`config.mk`:
```
export PLATFORM = sky130hd
export DESIGN_NAME = systolic_skew_feeder_flat
export DESIGN_NICKNAME = d
export VERILOG_FILES = /design/src/rtl/systolic_skew_feeder_pkg.sv /design/src/rtl/systolic_skew_feeder_if.sv /design/src/rtl/systolic_skew_feeder_skew_lane_delay.sv /design/src/rtl/systolic_skew_feeder.sv /design/src/flat_wrapper.sv
export SDC_FILE = /design/constraint.sdc
export NUM_CORES = 1
export LEC_CHECK = 0
export ABC_CLOCK_PERIOD_IN_PS = 1600
export CORE_MARGIN = 2
export CORE_UTILIZATION = 50
export CTS_CLUSTER_DIAMETER = 200
export CTS_CLUSTER_SIZE = 10
export DETAILED_ROUTE_END_ITERATION = 6
export DONT_BUFFER_PORTS = 1
export PLACE_DENSITY_LB_ADDON = 0.12
export RECOVER_POWER = 50
export SETUP_SLACK_MARGIN = 0.05
export SLEW_MARGIN = 10
export SYNTH_ARGS = -nofsm -noshare
export SYNTH_HDL_FRONTEND = slang
export SYNTH_SLANG_ARGS = --single-unit
```
`constraint.sdc`:
```
create_clock -name clk -period 1.6 [get_ports clk]
set_input_delay 0.32 -clock clk [delete_from_list [all_inputs] [get_ports clk]]
set_output_delay 0.32 -clock clk [all_outputs]
set_load 0.005 [all_outputs]
```
`src/rtl/systolic_skew_feeder_pkg.sv`:
```
// Shared definitions for the systolic skew feeder and the array top.
package systolic_skew_feeder_pkg;

  localparam int DEF_ARR_SIZE      = 4;
  localparam int DEF_HORIZONTAL_BW = 16;
  localparam int DEF_DRAIN_CYCLES  = 4;

  typedef enum logic [1:0] {
    ST_IDLE   = 2'd0,
    ST_STREAM = 2'd1,
    ST_FLUSH  = 2'd2,
    ST_DRAIN  = 2'd3
  } feeder_state_e;

  // Bit offset of lane 'lane' in a packed vector of 'bw'-bit elements.
  function automatic int lane_lsb(input int lane, input int bw);
    return lane * bw;
  endfunction

endpackage

```
`src/rtl/systolic_skew_feeder_if.sv`:
```
// Beat-level valid/ready stream carrying one A row and one B column per beat.
interface systolic_skew_feeder_if
  import systolic_skew_feeder_pkg::*;
#(
  parameter int ARR_SIZE      = DEF_ARR_SIZE,
  parameter int HORIZONTAL_BW = DEF_HORIZONTAL_BW
) ();

  logic                              s_valid;
  logic                              s_ready;
  logic                              s_last;
  logic [HORIZONTAL_BW*ARR_SIZE-1:0] s_row;
  logic [HORIZONTAL_BW*ARR_SIZE-1:0] s_col;

  modport master (output s_valid, output s_last, output s_row, output s_col, input s_ready);
  modport slave  (input s_valid, input s_last, input s_row, input s_col, output s_ready);

endinterface

```
`src/rtl/systolic_skew_feeder_skew_lane_delay.sv`:
```
// Fixed-depth shift register for one lane of the diagonal skew.
module skew_lane_delay #(
  parameter int DEPTH = 1,
  parameter int WIDTH = 16
) (
  input  logic             clk,
  input  logic             rst,
  input  logic             shift_en,
  input  logic [WIDTH-1:0] din,
  output logic [WIDTH-1:0] dout
);

  logic [WIDTH-1:0] stage_reg [DEPTH];

  // Shift the chain one stage per enabled clock; reset clears every stage.
  always_ff @(posedge clk or negedge rst) begin
    if (!rst) begin
      for (int k = 0; k < DEPTH; k++) stage_reg[k] <= '0;
    end else if (shift_en) begin
      stage_reg[0] <= din;
      for (int k = 1; k < DEPTH; k++) stage_reg[k] <= stage_reg[k-1];
    end
  end

  assign dout = stage_reg[DEPTH-1];

endmodule

```
`src/rtl/systolic_skew_feeder.sv`:
```
// Skews A rows / B columns into a diagonal wavefront, then flushes and drains.
// Assumes ARR_SIZE >= 2 so the flush phase is at least one cycle long.
module systolic_skew_feeder
  import systolic_skew_feeder_pkg::*;
#(
  parameter int ARR_SIZE      = DEF_ARR_SIZE,
  parameter int HORIZONTAL_BW = DEF_HORIZONTAL_BW,
  parameter int DRAIN_CYCLES  = DEF_DRAIN_CYCLES
) (
  input  logic                              clk,
  input  logic                              rst,
  systolic_skew_feeder_if.slave             s,
  output logic [HORIZONTAL_BW*ARR_SIZE-1:0] o_horizontal,
  output logic [HORIZONTAL_BW*ARR_SIZE-1:0] o_vertical,
  output logic                              o_busy,
  output logic                              o_done
);

  localparam logic [1:0] IDLE   = ST_IDLE;
  localparam logic [1:0] STREAM = ST_STREAM;
  localparam logic [1:0] FLUSH  = ST_FLUSH;
  localparam logic [1:0] DRAIN  = ST_DRAIN;

  localparam int CNT_MAX = (ARR_SIZE > DRAIN_CYCLES) ? ARR_SIZE : DRAIN_CYCLES;
  localparam int CNT_W   = $clog2(CNT_MAX + 1);
  localparam int VW      = HORIZONTAL_BW * ARR_SIZE;

  // Last counter value of each phase: flush lasts ARR_SIZE-1 cycles, drain DRAIN_CYCLES.
  localparam logic [CNT_W-1:0] FLUSH_LAST = CNT_W'(ARR_SIZE - 2);
  localparam logic [CNT_W-1:0] DRAIN_LAST = CNT_W'((DRAIN_CYCLES > 0) ? DRAIN_CYCLES - 1 : 0);

  logic [1:0]       state_reg, state_next;
  logic [CNT_W-1:0] cnt_reg, cnt_next;
  logic             done_reg, done_next;
  logic             hs;
  logic [VW-1:0]    row_in, col_in;

  // Ready depends only on state (and reset), never on s_valid.
  assign s.s_ready = rst && ((state_reg == IDLE) || (state_reg == STREAM));
  assign hs        = s.s_valid && s.s_ready;

  // Cycles without an accepted beat inject matched zero bubbles on A and B.
  assign row_in = hs ? s.s_row : '0;
  assign col_in = hs ? s.s_col : '0;

  // Pass sequencing: stream beats, flush the skew, drain the array, flag done.
  always_comb begin
    state_next = state_reg;
    cnt_next   = cnt_reg;
    done_next  = 1'b0;
    case (state_reg)
      IDLE, STREAM: begin
        if (hs) begin
          state_next = s.s_last ? FLUSH : STREAM;
          cnt_next   = '0;
        end
      end
      FLUSH: begin
        if (cnt_reg == FLUSH_LAST) begin
          cnt_next = '0;
          if (DRAIN_CYCLES == 0) begin
            state_next = IDLE;
            done_next  = 1'b1;
          end else begin
            state_next = DRAIN;
          end
        end else begin
          cnt_next = cnt_reg + CNT_W'(1);
        end
      end
      DRAIN: begin
        if (cnt_reg == DRAIN_LAST) begin
          state_next = IDLE;
          cnt_next   = '0;
          done_next  = 1'b1;
        end else begin
          cnt_next = cnt_reg + CNT_W'(1);
        end
      end
      default: begin
        state_next = IDLE;
        cnt_next   = '0;
      end
    endcase
  end

  // State, counter and done pulse registers.
  always_ff @(posedge clk or negedge rst) begin
    if (!rst) begin
      state_reg <= IDLE;
      cnt_reg   <= '0;
      done_reg  <= 1'b0;
    end else begin
      state_reg <= state_next;
      cnt_reg   <= cnt_next;
      done_reg  <= done_next;
    end
  end

  assign o_busy = (state_reg != IDLE);
  assign o_done = done_reg;

  // Lane i gets i+1 stages. The chains run every cycle, so IDLE keeps them zero.
  for (genvar gi = 0; gi < ARR_SIZE; gi++) begin : g_lane
    skew_lane_delay #(.DEPTH(gi + 1), .WIDTH(HORIZONTAL_BW)) u_row (
      .clk      (clk),
      .rst      (rst),
      .shift_en (1'b1),
      .din      (row_in[lane_lsb(gi, HORIZONTAL_BW) +: HORIZONTAL_BW]),
      .dout     (o_horizontal[lane_lsb(gi, HORIZONTAL_BW) +: HORIZONTAL_BW])
    );
    skew_lane_delay #(.DEPTH(gi + 1), .WIDTH(HORIZONTAL_BW)) u_col (
      .clk      (clk),
      .rst      (rst),
      .shift_en (1'b1),
      .din      (col_in[lane_lsb(gi, HORIZONTAL_BW) +: HORIZONTAL_BW]),
      .dout     (o_vertical[lane_lsb(gi, HORIZONTAL_BW) +: HORIZONTAL_BW])
    );
  end

endmodule
```
`src/flat_wrapper.sv`:
```
// flat-port wrapper written by rule: the top's interface ports become plain ports
module systolic_skew_feeder_flat import systolic_skew_feeder_pkg::*;
#(
  parameter int ARR_SIZE      = DEF_ARR_SIZE,
  parameter int HORIZONTAL_BW = DEF_HORIZONTAL_BW,
  parameter int DRAIN_CYCLES  = DEF_DRAIN_CYCLES
)
  (clk, rst, o_horizontal, o_vertical, o_busy, o_done, s_s_valid, s_s_last, s_s_row, s_s_col, s_s_ready);
  systolic_skew_feeder_if #(.ARR_SIZE(ARR_SIZE), .HORIZONTAL_BW(HORIZONTAL_BW)) s_i ();
  input  logic clk;
  input  logic rst;
  output logic [HORIZONTAL_BW*ARR_SIZE-1:0] o_horizontal;
  output logic [HORIZONTAL_BW*ARR_SIZE-1:0] o_vertical;
  output logic o_busy;
  output logic o_done;
  input wire logic [$bits(s_i.s_valid)-1:0] s_s_valid;
  input wire logic [$bits(s_i.s_last)-1:0] s_s_last;
  input wire logic [$bits(s_i.s_row)-1:0] s_s_row;
  input wire logic [$bits(s_i.s_col)-1:0] s_s_col;
  output wire logic [$bits(s_i.s_ready)-1:0] s_s_ready;
  assign s_i.s_valid = s_s_valid;
  assign s_i.s_last = s_s_last;
  assign s_i.s_row = s_s_row;
  assign s_i.s_col = s_s_col;
  assign s_s_ready = s_i.s_ready;
  systolic_skew_feeder #(.ARR_SIZE(ARR_SIZE), .HORIZONTAL_BW(HORIZONTAL_BW), .DRAIN_CYCLES(DRAIN_CYCLES)) u_core (.clk(clk), .rst(rst), .s(s_i), .o_horizontal(o_horizontal), .o_vertical(o_vertical), .o_busy(o_busy), .o_done(o_done));
endmodule
```
* Yosys cells after proc, flatten, opt, wreduce, memory -nomap -nowiden
Cells that the tools add are included.
** Cells by class
- Multiply operators :: 0
- Bitwise operators :: 0
- Reductions and logical operators :: 7
- Magnitude comparators :: 0
- Add/sub/neg operators :: 1
- Equal/unequal tests :: 8
- Mux-type cells :: 13
- Shift operators :: 0
- Div/mod/pow operators :: 0
** Operators with widths (count)
- two-way mux 64 bit :: 2
- two-way mux 3 bit :: 3
- case mux 3 bit (3 select lines) :: 1
- two-way mux 2 bit :: 4
- == test 3 x 2 -> 1 bit (second input constant) :: 2
- inequality test 2 x 1 -> 1 bit (second input constant) :: 3
- case mux 2 bit (3 select lines) :: 1
- == test 2 bit (second input constant) :: 2
- adder 3 x 1 -> 3 bit (second input constant) :: 1
- AND reduction 3 bit :: 1
- == test 2 x 1 -> 1 bit (second input constant) :: 1
- logical AND 1 bit :: 2
- logical NOT 2 bit :: 1
- two-way mux 1 bit :: 2
- nonzero test 2 bit :: 1
- OR reduction 2 bit :: 1
- logical OR 1 bit :: 1
** Word-level totals
- Register bits after elaboration :: 326
- Memory bits (read-only) :: 0
- Input bits :: 132
- Latch bits :: 0
- Bits in writable memories :: 0
- Memories :: 0
- Output and inout bits :: 131

* Depth between registers and ports, before layout
- Depth after elaboration :: 6
- Depth in mapped cells :: 6

* Modules after synthesis
Synthesis repeated with hierarchy kept, for this count alone.
** Unflattened totals
- Cells, all modules :: 966
- Area, all modules :: 15074.5 um2
** By module, submodules not included
- skew_lane_delay (u_core.g_lane[3].u_col ...) :: seq. area each 1601.5 um2, cells each 151, times used 2, area each 2798.9 um2
- skew_lane_delay (u_core.g_lane[2].u_col ...) :: seq. area each 1201.2 um2, cells each 117, times used 2, area each 1980.6 um2
- skew_lane_delay (u_core.g_lane[1].u_col ...) :: seq. area each 800.8 um2, cells each 84, times used 2, area each 1465.2 um2
- skew_lane_delay (u_core.g_lane[0].u_col ...) :: seq. area each 400.4 um2, cells each 34, times used 2, area each 649.4 um2
- systolic_skew_feeder :: seq. area each 150.1 um2, cells each 194, times used 1, area each 1286.2 um2

* Least setup slack after synthesis
Ideal clock, no wire load.
- Kind :: register -> register
- From :: reg u_core.cnt_reg[0]
- To :: reg u_core.cnt_reg[2]
- Slack :: 0.314 ns
- Cell stages (with the launch flop) :: 6
- Setup time :: 0.066 ns
- Arrival :: 1.221 ns
- Path buffers :: 0
- Period minus slack after synthesis :: 1.286 ns
- Cells stage by stage :: dfrtp_1 ha_1 inv_1 ha_1 o31ai_1 a22o_1
** Between the ends
- Longest elaborated chain between the ends :: 3
- Elaborated cells between the ends (all ways) :: 6
- Classes of those cells :: 1 x add/sub; 2 x eq/ne; 3 x mux
** RTL lines
- start: declaration :: line systolic_skew_feeder.sv:33 : logic [CNT_W-1:0] cnt_reg, cnt_next;
- start signal: assignment :: line systolic_skew_feeder.sv:95 : cnt_reg <= cnt_next;
- adder 3 x 1 -> 3 bit (tied with other cells) :: line systolic_skew_feeder.sv:68, systolic_skew_feeder.sv:77
- two-way mux 3 bit, on equally long branches :: line systolic_skew_feeder.sv:72, systolic_skew_feeder.sv:59
- case mux 3 bit (3 select lines) * :: line systolic_skew_feeder.sv:51 : case (state_reg)
Mark *: on every way between the ends. The rest lies on a longest branch, timed or not.
A chain may end at the register's enable or synchronous reset.

* Worst setup path after layout
- From :: reg u_core.state_reg[1]
- To :: out s_s_ready
** Between the ends
- Longest elaborated chain between the ends :: 3
- Elaborated cells between the ends (all ways) :: 4
- Classes of those cells :: 1 x eq/ne; 3 x reduce/logical
** RTL lines
- start: declaration :: line systolic_skew_feeder.sv:32 : logic [1:0] state_reg, state_next;
- start signal: assignment :: line systolic_skew_feeder.sv:94 : state_reg <= state_next;
- == test 2 x 1 -> 1 bit or logical NOT 2 bit (tied branches) :: line systolic_skew_feeder.sv:39 : assign s.s_ready = rst && ((state_reg == IDLE) || (state_reg == STREAM));
- logical OR 1 bit * :: line systolic_skew_feeder.sv:39
- logical AND 1 bit * :: line systolic_skew_feeder.sv:39
- end: declaration :: line flat_wrapper.sv:20 : output wire logic [$bits(s_i.s_ready)-1:0] s_s_ready;
Marked as above.

==> summary.txt <==
============================================================================================
Status                                                                          finished with violations
Violations in the final reports                                                  hold timing
Slew of the pin with the lowest slew margin                                        0.9363 ns
Final hold vios                                                                          326
Total routing usage reported by global routing                                        0.1786
Proportion of register bits with asynchronous set or reset after synthesis             1.000
Top cell type's share of synthesized area                                             0.8088
RSZ-0062 raised after global routing                                                     yes
Half-perimeter wire length after detailed placement                                  9482 um
R2R depth                                                                                  5
Vertical die dimension                                                              146.0 um
Initial drt markers                                                                      223
Prevailing post-synth register cell                                             sky130_fd_sc_hd__dfrtp_1
Origin of the critical flop-to-flop path                                        u_core.state_reg[1]
Number of port buffers                                                                     0
Overall power consumption                                                           18.08 mW
First-pass GRT wire length                                                         29,330 um
Worst Setup Slack post-DPL                                                         0.1727 ns
Length of the first detailed-routing pass in iterations                                    4
Fin. max-slew vios                                                                         0
Netlist cell types                                                                        20
Yosys synthesis warning count                                                              0
Maximum number of buffers from clock root to sink                                          3
Die Footprint                                                                   21,320 sq um
Power per Cell Area                                                             1496 nW/um^2
Most common library cells after synthesis                                       sky130_fd_sc_hd__dfrtp_1 (326), sky130_fd_sc_hd__and3_1 (129), sky130_fd_sc_hd__buf_4 (98), sky130_fd_sc_hd__buf_6 (12), sky130_fd_sc_hd__clkbuf_1 (12)
Basic-gate share of the synthesized area counting and, or, nand and nor cells        0.08746
Total of max-cap violations                                                                0
Biggest fanout along the worst timing path                                                 7
Placement-stage cell area                                                         9527 sq um
Sequential element share of the synthesized area                                      0.8088
Number of nets produced by synthesis                                                     745
Data arrival time of the critical path                                               1.27 ns
Total clock buffers created by CTS                                                        38
Post-synthesis compound-gate area fraction                                          0.005334
Post-layout nets                                                                         808
Worst-case vdd ir drop                                                              1.159 mV
CTS Root Buffer Type                                                            sky130_fd_sc_hd__clkbuf_16
CTS clk-pin slew, worst paths                                                        0.05 ns
Area share of xor/xnor cells in the synthesized design                                     0
Area growth from synthesis to layout                                                  19.85%
Vias per std cell                                                                      4.943
Fill cells                                                                             1,409
Worst skew pair latency                                                              0.49 ns
Average footprint of a synthesized cell                                          16.56 sq um
Kind of critical path                                                           flop to output pin
Post-Synth Adder-Cell Area                                                          0.004962
Antenna violations before repair                                                           1
Hold slack final                                                                  -0.4711 ns
Cell type contributing the most total cell area after synthesis                 sky130_fd_sc_hd__dfrtp_1
Count of standard-cell rows                                                               51
Cell Count, Final, Fillers Out                                                           940
Average routed wire per standard cell                                               20.82 um
Cell area after layout                                                          12,090 sq um
Width of the chip                                                                   146.0 um
Portion of netlist area occupied by mux cells                                              0
Fraction of the cycle the final worst path needs                                      0.9923
Cell area after technology mapping                                              10,090 sq um
Startpoint type of the worst setup path                                                 flop
Vias                                                                                   4,646
Starting Density                                                                      0.5132
Crit. End Element                                                                 output pin
Std-Cell Core Area                                                              19,650 sq um
Residual DRC count                                                                         0
Leak                                                                                6.505 nW
Most frequent cell after synthesis                                              sky130_fd_sc_hd__dfrtp_1
Number of sinks on the clock net                                                         326
Slew margin rel.                                                                      0.3737
Setup slack on the worst flop-to-flop path                                           0.14 ns
Dominant combinational cell family by area after synthesis                      buffers and inverters
Kind of path behind the tightest hold check                                     input port to asynchronous set/reset pin
Maximum clock skew at final layout                                               0.008082 ns
Number of global-route vias before repair                                              5,096
# setup viols final                                                                        0
Clock tree from TritonCTS                                                                yes
Num ports                                                                                263
Worst setup margin                                                                0.01229 ns
Layout cell share with drive strength beyond 1                                       0.09064
Final RePlAce weighted congestion                                                     0.7258
Req. time, crit path                                                                 1.28 ns
Htree depth                                                                                2
Endpoint of the most critical register-to-register path                         u_core.g_lane[0].u_col.dout[15]
Post-synth EDFFs                                                                           0
Register bit count reported by yosys                                                     326
Shortest clock period the worst path allows after layout                            1.588 ns
Highest clock frequency the design can meet                                        629.8 MHz
Total wire length                                                                  19,570 um
Ranking of synthesized cells by area                                            sky130_fd_sc_hd__dfrtp_1 (81%), sky130_fd_sc_hd__and3_1 (8.0%), sky130_fd_sc_hd__buf_4 (7.3%)
Post-Synthesis Cells                                                                     609
Placed Instances                                                                         751
Pin count of the biggest net entering global routing                                     331
Grt ovf                                                                                    0
Number of nets with antenna violations after routing                                       0
============================================================================================
repair_timing:
item | CTS | global route
hold buffers | 134 | 1
gates cloned | 2 | 2
pin swaps | 0 | 0
resized for setup | 2 | 1
buffers inserted | 6 | 3
endpoints found under the setup margin | 2 | 11
hold endpoints to repair | 454 | 328
cell usage in the layout (no fill, tap or decap), types with 2 or more instances in the layout:
cell / instances
sky130_fd_sc_hd__dfrtp_1: 324
sky130_fd_sc_hd__and3_1: 129
sky130_fd_sc_hd__buf_4: 9
sky130_fd_sc_hd__buf_16: 2
sky130_fd_sc_hd__dfrtp_2: 2
sky130_fd_sc_hd__o21ai_0: 5
sky130_fd_sc_hd__nand2_1: 6
sky130_fd_sc_hd__ha_1: 4
sky130_fd_sc_hd__bufbuf_16: 2
sky130_fd_sc_hd__clkbuf_16: 41
sky130_fd_sc_hd__nor2b_1: 2
sky130_fd_sc_hd__inv_1: 3
sky130_fd_sc_hd__dlygate4sd3_1: 132
sky130_fd_sc_hd__diode_2: 2
routing by layer:
layer / track usage / vias up / wire length, um
li1: - / 1987 / -
met1: 0.2297 / 2420 / 8030
met2: 0.2941 / 196 / 9705
met3: 0.05375 / 43 / 1389
met4: 0.05971 / 0 / 444
met5: 0 / - / 0
through the flow:
stage	setup TNS [ns]	util
after floorplan	0	-
after global placement	0	0.4847
final	0	0.6150
after detailed placement	0	0.4847
after global routing	-0.06410	0.6148
after CTS	0	0.6112
worst max path at each step:
stage	startpoint	to	slack [ns]	cells past startpoint
2_1_floorplan	u_core.cnt_reg[0]	u_core.cnt_reg[2]	0.31	5
3_3_place_gp	u_core.cnt_reg[0]	u_core.cnt_reg[2]	0.28	5
3_5_place_dp	u_core.cnt_reg[0]	u_core.cnt_reg[2]	0.17	5
4_1_cts	u_core.state_reg[1]	s_s_ready	0.002	2
5_1_grt	u_core.state_reg[1]	s_s_ready	-0.04	2
6_report	u_core.state_reg[1]	s_s_ready	0.01	2
cells by family after synthesis:
kind of cell,Yosys count
buffers and inverters,128
AOI/OAI and AO/OA,9
adders and majority gates,4
and+or+nand+nor,142
DFF,326
cell type report:
class | count | area [sq um] | area share
flip-flops and latches | 326 | 8160 | 0.6751
clock inverters | 2 | 38.79 | 0.003209
repair buffers | 148 | 1579 | 0.1306
multi-input cells | 155 | 985.9 | 0.08157
well taps | 265 | 331.6 | 0.02743
diodes | 2 | 5.005 | 0.0004140
clock buffers | 39 | 975.9 | 0.08074
inverters | 3 | 11.26 | 0.0009316
power by group:
part | internal [mW] | switching, mW | leakage, nW
Combinational | 0.807 | 0.667 | 1.53
Clock | 4.44 | 2.85 | 0.499
Sequential | 8.97 | 0.343 | 4.47
Total | 14.2 | 3.86 | 6.50
critical path, stage by stage (launching register included):
cell                      delay (ns)
sky130_fd_sc_hd__dfrtp_2        0.43
sky130_fd_sc_hd__nor2b_4        0.19
sky130_fd_sc_hd__buf_12         0.16
(Power assumes the default switching activity.)
